==> src/rtl/tdm_demux.sv <==
// 1-to-NCH TDM demultiplexer: frame-sync FSM, slot counter, per-channel holding registers.
// Optional parity checking on incoming words is enabled with TDM_DEMUX_PARITY_EN.
module tdm_demux #(
    parameter int WIDTH     = 8,
    parameter int NCH       = 4,
    parameter int SYNC_MISS = 2
) (
    input  logic                   clk,
    input  logic                   rst_n,
    input  logic                   in_valid,
    input  logic [WIDTH-1:0]       in_data,
    input  logic                   in_sof,
`ifdef TDM_DEMUX_PARITY_EN
    input  logic                   in_parity,
    output logic                   parity_err,
`endif
    output logic [NCH*WIDTH-1:0]   out_data,
    output logic [NCH-1:0]         out_valid,
    output logic                   frame_done,
    output logic                   locked,
    output logic [7:0]             err_cnt
);

    localparam int SW = $clog2(NCH);
    localparam logic [SW-1:0] LAST_SLOT = SW'(NCH - 1);
    localparam logic [SW-1:0] SLOT_ONE  = SW'(1);

    typedef enum logic {
        HUNT,
        LOCKED
    } state_t;

    state_t        state, state_nx;
    logic [SW-1:0] slot, slot_nx;
    logic [2:0]    miss, miss_nx;
    logic          wr;
    logic [SW-1:0] wr_ch;
    logic          fd_nx;
    logic          err_inc;
    logic          bad;
    logic          wr_ok;

`ifdef TDM_DEMUX_PARITY_EN
    // in_parity makes the total number of ones even, so it must equal the data's XOR.
    assign bad = in_parity != (^in_data);
`else
    assign bad = 1'b0;
`endif

    // A bad-parity word still advances the slot/sync machinery; only its write is dropped.
    assign wr_ok = wr & ~bad;

    always_comb begin
        state_nx = state;
        slot_nx  = slot;
        miss_nx  = miss;
        wr       = 1'b0;
        wr_ch    = '0;
        fd_nx    = 1'b0;
        err_inc  = 1'b0;
        if (in_valid) begin
            case (state)
                HUNT: begin
                    if (in_sof) begin
                        wr       = 1'b1;
                        slot_nx  = SLOT_ONE;
                        miss_nx  = '0;
                        state_nx = LOCKED;
                    end
                end
                LOCKED: begin
                    if (slot == '0) begin
                        if (in_sof) begin
                            wr      = 1'b1;
                            slot_nx = SLOT_ONE;
                            miss_nx = '0;
                        end else begin
                            // Missing marker: tolerate up to SYNC_MISS-1 in a row, then drop lock.
                            err_inc = 1'b1;
                            if (int'(miss) + 1 >= SYNC_MISS) begin
                                state_nx = HUNT;
                                slot_nx  = '0;
                                miss_nx  = '0;
                            end else begin
                                wr      = 1'b1;
                                slot_nx = SLOT_ONE;
                                miss_nx = miss + 3'd1;
                            end
                        end
                    end else if (in_sof) begin
                        wr      = 1'b1;
                        slot_nx = SLOT_ONE;
                        miss_nx = '0;
                        err_inc = 1'b1;
                    end else begin
                        wr      = 1'b1;
                        wr_ch   = slot;
                        slot_nx = slot + SLOT_ONE;
                        fd_nx   = (slot == LAST_SLOT);
                    end
                end
                default: state_nx = HUNT;
            endcase
        end
    end

    always_ff @(posedge clk) begin
        if (!rst_n) begin
            state      <= HUNT;
            slot       <= '0;
            miss       <= '0;
            out_data   <= '0;
            out_valid  <= '0;
            frame_done <= 1'b0;
            locked     <= 1'b0;
            err_cnt    <= '0;
`ifdef TDM_DEMUX_PARITY_EN
            parity_err <= 1'b0;
`endif
        end else begin
            state      <= state_nx;
            slot       <= slot_nx;
            miss       <= miss_nx;
            out_valid  <= '0;
            frame_done <= fd_nx;
            locked     <= (state_nx == LOCKED);
            if (wr_ok) begin
                out_data[int'(wr_ch)*WIDTH +: WIDTH] <= in_data;
                out_valid[wr_ch]                     <= 1'b1;
            end
            if (err_inc && err_cnt != 8'hFF) begin
                err_cnt <= err_cnt + 8'd1;
            end
`ifdef TDM_DEMUX_PARITY_EN
            parity_err <= wr & bad;
`endif
        end
    end

endmodule

==> config.mk <==
export PLATFORM = sky130hd
export DESIGN_NAME = tdm_demux
export DESIGN_NICKNAME = d
export VERILOG_FILES = /design/src/rtl/tdm_demux.sv
export SDC_FILE = /design/constraint.sdc
export NUM_CORES = 1
export LEC_CHECK = 0
export CAP_MARGIN = 20
export CORE_ASPECT_RATIO = 1.75
export CORE_MARGIN = 1
export CORE_UTILIZATION = 30
export CTS_CLUSTER_SIZE = 12
export DETAILED_ROUTE_END_ITERATION = 10
export REMOVE_ABC_BUFFERS = 1
export SYNTH_ARGS = -nofsm -noshare
export SYNTH_HDL_FRONTEND = slang
export SYNTH_SLANG_ARGS = --single-unit
==> constraint.sdc <==
create_clock -name clk -period 3.2 [get_ports clk]
set_clock_uncertainty 0.1 [all_clocks]
set_input_delay 0.48 -clock clk [delete_from_list [all_inputs] [get_ports clk]]
set_output_delay 0.48 -clock clk [all_outputs]
set_load 0.03 [all_outputs]
==> metrics.cfg <==
[yosys]
synth_xor_area_share_pct = 0.742
synth_cells = 257
synthDistinctLibCells = 41
ys.flop_type = dfxtp_1
yosysMostFrequentCell = dfxtp_1
yosysWarnings = 0
yosysTopAreaCellShare_pct = 43.3
synth_edf_count = 0
yosysSeqAreaShare_pct = 43.3
synth_compound_area_share_pct = 6.42
synthAdderAreaFrac_pct = 6.36
synth_top_family_by_area = simple AND/OR/NAND/NOR gates
ys_top_cells_by_area = dfxtp_1 43%, mux2i_1 15%, nand2_1 6.7%
syn_avg_cell_area_um2 = 9.18
synth_simple_gate_area_share_pct = 24.7
async_flop_share_pct = 0
netlist_area_um2 = 2360
synth_commonest_cells = 51 x dfxtp_1, 42 x nand2_1, 35 x mux2i_1, 27 x nand3_1, 12 x ha_1
synthMuxAreaShare_pct = 14.8
synth_top_cell_by_area = dfxtp_1
ys_ff_latch = 51

[die]
core-area_um2 = 7570
ios = 58
die-area_um2 = 8240
dieWidth_um = 69.0
die_h_um = 119
initial_core_util_pct = 31.2
placementRows = 42

[pwr]
leakage_uw = 0.00135
power.density_nw_per_um2 = 431
ir_drop_v = 0.000194

[detailed_routing]
first_pass_iters = 4
viasPerCell = 4.97
wl_per_cell_um = 14.2
drtIter0Drc = 137
dr_total_vias = 1998
routed_wirelength_um = 5730
route.detailed.drc = 0
detail-route-antenna-nets = 0

[timing]
worst_pin_slew_ns = 0.749
slew_headroom_pct = 50.0
finalHoldViolations = 0
rsz0062_at_grt = no
finalCritPeriodShare_pct = 78.7
setup_slack_ns = 0.682
post-route-min-period_ns = 2.52
max_freq_mhz = 397
finalSetupViolations = 0
drv_slew = 0
setup_tns_ns = 0

[clock_network]
cts-root-buf = clkbuf_16
cts_buffer_depth = 2
cts_resized = 0
cts.sinks = 51
clk_pin_slew_ns = 0.07
hold_buffers = 0
cts_buffers = 5
ctsHtreeMaxLevel = 2
clock_latency_ns = 0.28
post-cts-setup-buffers = 0
tritoncts = done

[cells_and_area]
fin_area_um2 = 3200
multiInputGateArea_um2 = 1250
drive_above_1_share_pct = 7.01
fillCellCount = 774
syn_to_final_growth_pct = 35.6
antenna_cells = 0
regArea_um2 = 1020
finalNetCount = 337

[grt]
grt_pass1_vias = 1869
grt_first_pass_wirelength_um = 9350
track_usage_pct = 14.1
grt-ovfl-total = 0
antenna_found_initial = 0
grt_max_degree = 78

[place]
dpl.hpwl_um = 4160
io_buffers = 57
dp_slack_ns = 0.389
dpl_cell_area_um2 = 3030
place_congestion = 0.741

[critical_path]
reg2reg_to = out_data[19]
startpoint_type = input port
r2r_cells = 9
slowest_delay_ns = 0.58
required_ns = 3.31
cp_slowest_cell = clkdlybuf4s50_1
cp_common_cell = nand2_1
critPathTopFamily = simple AND/OR/NAND/NOR gates
regToRegSetupSlack_ns = 0.80
worst-endpoint-arrival_ns = 2.63
critPathKind = in2reg
cp_cell_sequence = clkdlybuf4s50_1, nand2_1, nor3_1, nand2_1, ha_1, nor2b_1, and2_1, nand3_1, mux2i_1
r2r_start = slot[0]
end_kind = flop
critPathBufInv = 1
critPathMaxFanout = 8

[run_status]
status = complete, no violations

[worst_hold_path]
hold_start = out_data[5]
hp-class = reg2reg
min_to = out_data[5]
whs_path_depth = 2

[run]
maxCapViolCount = 0

kinds of logic (layout without fill, tap and decap cells):
family	Yosys count	count (layout)
multiplexers	35	35
XOR/XNOR	2	2
buffers and inverters	22	79
AO/OA/AOI/OAI	22	22
AND/OR/NAND/NOR	113	113
flip-flops	51	51
adder cells (fa/ha/maj)	12	12
per-stage QoR:
stage	util, %	total power (µW)	cells	hold WS [ns]
5_1_grt	42.3	1440	402	0.385
3_5_place_dp	40.1	787	394	0.354
6_report	42.3	1380	402	0.361
2_1_floorplan	-	721	244	0.387
4_1_cts	42.3	1400	402	0.364
3_3_place_gp	40.1	786	394	0.345
worst min-delay path, delay by kind of cell, from the launching register on:
kind / cells / cell delay [ns]
DFF: 1 / 0.31
muxes: 1 / 0.05
and+or+nand+nor: 1 / 0.05
layout make-up:
cell class | count | area share [%]
Clock buffer | 5 | 3.91
Clock inverter | 3 | 1.37
Inverter | 9 | 1.06
Multi-Input combinational cell | 184 | 39.1
Sequential cell | 51 | 31.9
Tap cell | 88 | 3.44
Timing Repair Buffer | 62 | 19.2
cells in the final DEF (no fill, tap or decap), types with 2 or more instances in the layout:
master,synthesis,routed
and2_1,3,3
clkbuf_16,0,5
clkdlybuf4s50_1,0,56
nor2_1,5,5
and3_1,7,7
o21ai_0,3,3
a211oi_1,3,3
nand2_1,42,42
nand3_2,4,4
xnor2_1,2,2
a21oi_1,6,6
buf_4,1,4
dfxtp_1,51,51
nor2b_1,2,2
ha_1,12,12
nor3b_1,2,2
nand3_1,27,27
nand4_1,9,9
nand2b_1,2,2
nor3_1,3,3
inv_1,8,8
mux2i_1,35,35
how the worst max path moves through the flow:
stage               cells after the start     start           end  slack (ns)
floorplan                               8     state  out_data[16]        0.68
global placement                        9  in_valid  out_data[23]        0.46
detailed placement                      9  in_valid  out_data[19]        0.39
CTS                                     9  in_valid  out_data[19]        0.68
global route                            9  in_valid  out_data[17]        0.44
finish                                  9  in_valid  out_data[19]        0.68
metal layers:
metal	GRT usage, %	part of all wire, %	wire length, µm	vias to the layer above
li1	-	-	-	1012
met1	16.1	41	2360	931
met2	26.5	54	3120	51
met3	2.45	3.5	199	4
met4	3.83	0.87	50	0
met5	0	0	0	-
report_power, final:
| group | switching [µW] | total (µW) | internal, µW | leakage [µW] |
|---|---|---|---|---|
| clock | 238 | 607 | 369 | 0.0000838 |
| combinational | 71.5 | 119 | 47.8 | 0.000849 |
| sequential | 7.69 | 652 | 644 | 0.000413 |
sequential cells by signal, summed over array words and instances, names as in the netlist:
register,flops
miss,3
frame_done,1
slot,2
err_cnt,8
out_data,32
out_valid,4
state,1
No activity file was read; power rests on OpenSTA's default activity.
